`src/rtl/uart_recv.sv`:
```
// uart_recv: 8N1 serial receiver; mid-bit sampling, start-glitch rejection,
// framing-error detection and break handling, one-cycle valid/frame_err strobes.
module uart_recv #(
  parameter int CLKS_PER_BIT = 1
) (
  input  logic       clk,
  input  logic       rst,
  input  logic       rxd,
  output logic [7:0] dout,
  output logic       valid,
  output logic       frame_err,
  output logic       busy
);
  localparam int CW = CLKS_PER_BIT > 1 ? $clog2(CLKS_PER_BIT) : 1;
  localparam logic [CW-1:0] LAST = CW'(CLKS_PER_BIT - 1);
  localparam logic [CW-1:0] HALF = CW'((CLKS_PER_BIT - 1) / 2);
  localparam logic [CW-1:0] FIRST = CW'(CLKS_PER_BIT > 1 ? 1 : 0);
  typedef enum logic [2:0] {IDLE, START, DATA, STOP, BREAK} state_t;
  state_t r_state;
  logic r_s1, r_s2;
  logic [CW-1:0] r_cyc;
  logic [2:0] r_idx;
  logic [7:0] r_sh;
  logic w_mid, w_end;
  assign w_mid = r_cyc == HALF;
  assign w_end = r_cyc == LAST;
  // The detection cycle is cyc 0 of the start bit, so the counter resumes at 1.
  // With one clock per bit the detection cycle is also the start-bit sample.
  always_ff @(posedge clk or posedge rst)
    if (rst) begin
      r_s1      <= 1'b1;
      r_s2      <= 1'b1;
      r_state   <= IDLE;
      r_cyc     <= '0;
      r_idx     <= '0;
      r_sh      <= '0;
      dout      <= '0;
      valid     <= 1'b0;
      frame_err <= 1'b0;
      busy      <= 1'b0;
    end else begin
      r_s1      <= rxd;
      r_s2      <= r_s1;
      valid     <= 1'b0;
      frame_err <= 1'b0;
      r_cyc     <= (r_state == IDLE) ? FIRST : (w_end ? '0 : r_cyc + 1'b1);
      case (r_state)
        IDLE:
          if (!r_s2) begin
            r_state <= (CLKS_PER_BIT == 1) ? DATA : START;
            r_idx   <= '0;
            busy    <= 1'b1;
          end
        START:
          if (w_mid && r_s2) begin
            r_state <= IDLE;
            busy    <= 1'b0;
          end else if (w_end)
            r_state <= DATA;
        DATA: begin
          if (w_mid) r_sh <= {r_s2, r_sh[7:1]};
          if (w_end) begin
            r_idx <= r_idx + 3'd1;
            if (r_idx == 3'd7) r_state <= STOP;
          end
        end
        STOP:
          if (w_mid) begin
            if (r_s2) begin
              dout    <= r_sh;
              valid   <= 1'b1;
              busy    <= 1'b0;
              r_state <= IDLE;
            end else begin
              frame_err <= 1'b1;
              r_state   <= BREAK;
            end
          end
        BREAK:
          if (r_s2) begin
            r_state <= IDLE;
            busy    <= 1'b0;
          end
        default: r_state <= IDLE;
      endcase
    end
endmodule

```
`config.mk`:
```
export PLATFORM = sky130hd
export DESIGN_NAME = uart_recv
export DESIGN_NICKNAME = d
export VERILOG_FILES = /design/src/rtl/uart_recv.sv
export SDC_FILE = /design/constraint.sdc
export NUM_CORES = 1
export LEC_CHECK = 0
export ABC_AREA = 1
export BUFFER_PORTS_ARGS = -buffer_cell sky130_fd_sc_hd__buf_4
export CAP_MARGIN = 20
export CORE_AREA = 4 4 53 55
export DETAILED_ROUTE_END_ITERATION = 16
export DIE_AREA = 0 0 57 59
export GPL_TIMING_DRIVEN = 0
export PLACE_DENSITY = 0.69
export SYNTH_ARGS = -nofsm -noshare
export SYNTH_HDL_FRONTEND = slang
export SYNTH_SLANG_ARGS = --single-unit
```
`constraint.sdc`:
```
create_clock -name clk -period 1.4 [get_ports clk]
set_input_delay 0.07 -clock clk [delete_from_list [all_inputs] [get_ports clk]]
set_output_delay 0.07 -clock clk [all_outputs]
set_load 0.03 [all_outputs]
```
* Word-level counts from Yosys, hierarchy flattened
Index checks and enable logic that the tools add are counted.
** Word-level totals
- Bits in registers :: 28
- Latch bits :: 0
- Bits in writable memories :: 0
- Memory bits (read-only) :: 0
- Input bits :: 3
- Output and inout bits :: 11
- Word-level logic and storage cells :: 59
- Memories kept :: 0
** Operators by class
- Add/subtract/negate cells :: 2
- $mul :: 0
- Divide/modulo/power cells :: 0
- Order comparisons :: 0
- Equal/unequal tests :: 12
- Shifts and indexed selects :: 0
- Mux-type cells :: 25
- Bitwise gates (word level) :: 1
- Reduce and logical (&&, ||, !) cells :: 9
** Operators with widths (number)
- $mux 3 :: 10
- $pmux 3 s5 :: 1
- $mux 1 :: 12
- $ne 2x2->1 const B :: 6
- $eq 3x2->1 const B :: 2
- $eq 3x3->1 const B :: 2
- $pmux 3 s2 :: 1
- $reduce_and 3->1 :: 2
- $reduce_and 6->1 :: 1
- $pmux 1 s4 :: 1
- $reduce_and 4->1 :: 1
- $reduce_bool 4->1 :: 1
- $add 3x1->3 const B :: 1
- $eq 3x1->1 const B :: 1
- $logic_not 3->1 :: 1
- $ne 3x3->1 const B :: 1
- $reduce_and 2->1 :: 1
- $reduce_bool 2->1 :: 1
- $add 1x1->1 const B :: 1
- $logic_and 1x1->1 :: 1
- $not 1->1 :: 1

* Logic depth before layout (Yosys ltp)
- Depth after elaboration :: 4
- Gate-level depth with buffers :: 6
- Gate-level depth less buffers :: 5

* Worst setup path before layout
OpenSTA, ideal clock, no wires.
- Path kind :: reg2reg
- Start :: register r_s2
- End :: register dout[7]
- Library setup time :: 0.119 ns
- Arrival time :: 1.112 ns
- Data required time :: 1.281 ns
- Slack :: 0.170 ns
- Stages on the path, launching flop included :: 6
- Buffers on the path :: 2
- Period minus slack after synthesis :: 1.230 ns
- Path through :: dfstp_2 -> clkbuf_2 -> nand4_4 -> buf_6 -> nand2_1 -> o21ai_2
** Between the ends
- Word-level cells in the longest chain between the ends :: 1
** Ends and longest elaborated chain
- start: declaration :: RTL line 20 : logic r_s1, r_s2;
- start signal: assignment :: RTL line 43 : r_s2 <= r_s1;
- $reduce_and 3->1 (no line)
- end signal: assignment :: RTL line 70 : dout <= r_sh;
- end: declaration :: RTL line 9 : output logic [7:0] dout,
Every way passes these cells.
A chain may end at the register's enable or synchronous reset.

* Final worst setup path
Same ends and word-level chain as after synthesis.

==> results.sh <==
export IMPL_fmax_mhz=800.2
export IMPL_drv_cap=0
export IMPL_synth_top_family_by_area="simple AND/OR/NAND/NOR gates"
export IMPL_stdcell_count=159
export IMPL_antennaDiodeCount=0
export IMPL_setup_viol=0
export IMPL_gp_congestion=0.8635
export IMPL_ys_types=16
export IMPL_cts_path_max_buffers=2
export IMPL_placedCellCount=153
export IMPL_period_needed_ns=1.250
export IMPL_start_util=0.4706
export IMPL_layout_commonest_cell="nand2_1"
export IMPL_dieArea_mm2=0.003363
export IMPL_path_class="register to register"
export IMPL_viasPerCell=4.830
export IMPL_synth_cells=110
export IMPL_cp_required_ns=1.62
export IMPL_die_width_um=57
export IMPL_rsz0062_at_grt="no"
export IMPL_tightest_slew_ns=0.5489
export IMPL_r2r_worst_path_cells=4
export IMPL_area_delta_synth_final_pct=18.15
export IMPL_numPortBuffers=13
export IMPL_peakVddDrop_mv=1.045
export IMPL_power_leakage_nw=0.6765
export IMPL_synth_nets=115
export IMPL_final_nets=135
export IMPL_finalCritPeriodShare=0.8926
export IMPL_row_count=18
export IMPL_fill_cells=223
export IMPL_grt_pass1_vias=738
export IMPL_final_hold_violation_count=0
export IMPL_finalMaxSlewViolations=0
export IMPL_layout_drive_gt1_share=0.2558
export IMPL_cp_slowest_stage_delay_ns=0.64
export IMPL_hold_path_class="input port to async pin"
export IMPL_max_slew_margin=0.6336
export IMPL_path_cells="nand4_4 > buf_6 > nand2_1 > o21ai_2"
export IMPL_crit_slowest_cell="dfstp_2"
export IMPL_end_kind="register"
export IMPL_grt_max_degree=28
export IMPL_htree_levels=1
export IMPL_rr_startpoint="r_s2"
export IMPL_drc=0
export IMPL_final_cell_mix="nand2_1, dfrtp_1, inv_1, buf_4, o21ai_0"
export IMPL_io_pins=14
export IMPL_cts_sinks=27
export IMPL_r2r_end="dout[7]"
export IMPL_cts_resized=0
export IMPL_critPathLaunch="r_s2"
export IMPL_netlist_area_mm2=0.001124
export IMPL_vias=768
export IMPL_gr_usage_all_layers=0.1271
export IMPL_cp_max_fo=10
export IMPL_overflow=0
export IMPL_synth_fa_ha_area_frac=0.02227
export IMPL_seq_area_frac_synth=0.6036
export IMPL_yosysWarnings=0
export IMPL_synth_mux_area_frac=0
export IMPL_clk_pin_slew_ns=0.13
export IMPL_clkLatencyLatePin_ns=0.31
export IMPL_rrSetupSlack_ns=0.15
export IMPL_grt_pass1_wl_um=3277
export IMPL_numCtsBuffers=3
export IMPL_post_cts_buffers=0
export IMPL_p_per_area_mw_per_mm2=2108
export IMPL_wire_per_inst_um=11.18
export IMPL_whs_ns=0.3386
export IMPL_synth_compound_area_share=0.1114
export IMPL_synth_xor_area_frac=0
export IMPL_skew_ns=0.002728
export IMPL_ant_nets=0
export IMPL_status="completed"
export IMPL_antenna_found_initial=0
export IMPL_tns_ns=0
export IMPL_drtPass1Iterations=4
export IMPL_detailed_place_hpwl_um=1223
export IMPL_synth_seq_cells=27
export IMPL_startpoint_type="register"
export IMPL_die_y_um=59
export IMPL_cts_root_buf="clkbuf_4"
export IMPL_postSynthAreaPerCell_um2=10.21
export IMPL_cts_tree="built"
export IMPL_synth_simple_area_share=0.1837
export IMPL_totalWireLength_um=1778
export IMPL_drt_initial_drc_count=16
export IMPL_fp_coreArea_mm2=0.002387
export IMPL_cp_arrival_ns=1.47
## per-stage QoR
step	worst slack, ns	area [um^2]	total power, mW	utilization
global placement	0.07920	1259	2.454	0.5273
floorplan	0.1698	1124	2.138	-
finish	0.1504	1328	2.799	0.5561
detailed placement	0.07528	1259	2.500	0.5273
CTS	0.05504	1295	2.834	0.5425
global route	0.07803	1328	3.043	0.5561
## critical path: cells and delay by family, from the launching register on
kind                   cells  cell delay, ns
DFF                        1            0.64
and+or+nand+nor            2            0.26
AOI/OAI and AO/OA          1            0.05
buffers and inverters      1            0.21
## how the worst max path moves through the flow
stage / end / slack, ns / depth (start not counted)
2_1_floorplan: dout[7] / 0.17 / 5
3_3_place_gp: dout[7] / 0.08 / 5
3_5_place_dp: dout[7] / 0.08 / 5
4_1_cts: dout[7] / 0.06 / 5
5_1_grt: dout[7] / 0.08 / 4
6_report: dout[7] / 0.15 / 4
## power by group
part	switching (mW)	internal, mW	leakage [nW]
registers	0.171	1.08	0.335
clock network	0.212	0.111	0.0150
logic	0.756	0.467	0.327
## Yosys cell counts (all sizes together)
master	n	area, um^2
dfstp	2	52.55
nand4	1	21.27
nor2	4	15.01
nand3	8	40.04
nor3	1	5.000
buf	2	22.52
o21ai	17	115.1
nand3b	1	20.02
inv	15	56.30
a21oi	2	10.01
ha	2	25.02
clkbuf	2	10.01
dfrtp	25	625.6
nand2	28	105.1
## metal layers
| metal | global-route usage | share of wire | vias up |
|---|---|---|---|
| li1 | - | - | 386 |
| met1 | 0.1679 | 0.47 | 363 |
| met2 | 0.1974 | 0.47 | 15 |
| met3 | 0.02179 | 0.040 | 4 |
| met4 | 0.07616 | 0.016 | 0 |
| met5 | 0 | 0 | - |
## state kept, by name, summed over array words and instances, names as in the netlist
name       flops
valid          1
r_s2           1
r_idx          3
r_s1           1
frame_err      1
busy           1
dout           8
r_state        3
r_sh           8
## timing repair
action / in CTS / in global routing
endpoints found under the hold margin: 1 / 11
hold buffers: 1 / 1
endpoints found under the setup margin: 0 / 1
## cell type report
| type | count | area, um^2 | area share |
|---|---|---|---|
| repair buffers | 16 | 145.1 | 0.1093 |
| plain buffers | 3 | 27.53 | 0.02074 |
| inverters | 15 | 56.30 | 0.04241 |
| clock buffers | 4 | 26.28 | 0.01979 |
| well taps | 30 | 37.54 | 0.02828 |
| multi-input cells | 64 | 356.6 | 0.2686 |
| flip-flops and latches | 27 | 678.2 | 0.5108 |
## logic make-up after synthesis
logic type	count (synthesis)
flip-flops	27
buffers and inverters	19
adder cells (fa/ha/maj)	2
AND/OR/NAND/NOR	43
AO/OA/AOI/OAI	19
Power figures use the tool's default switching activity.
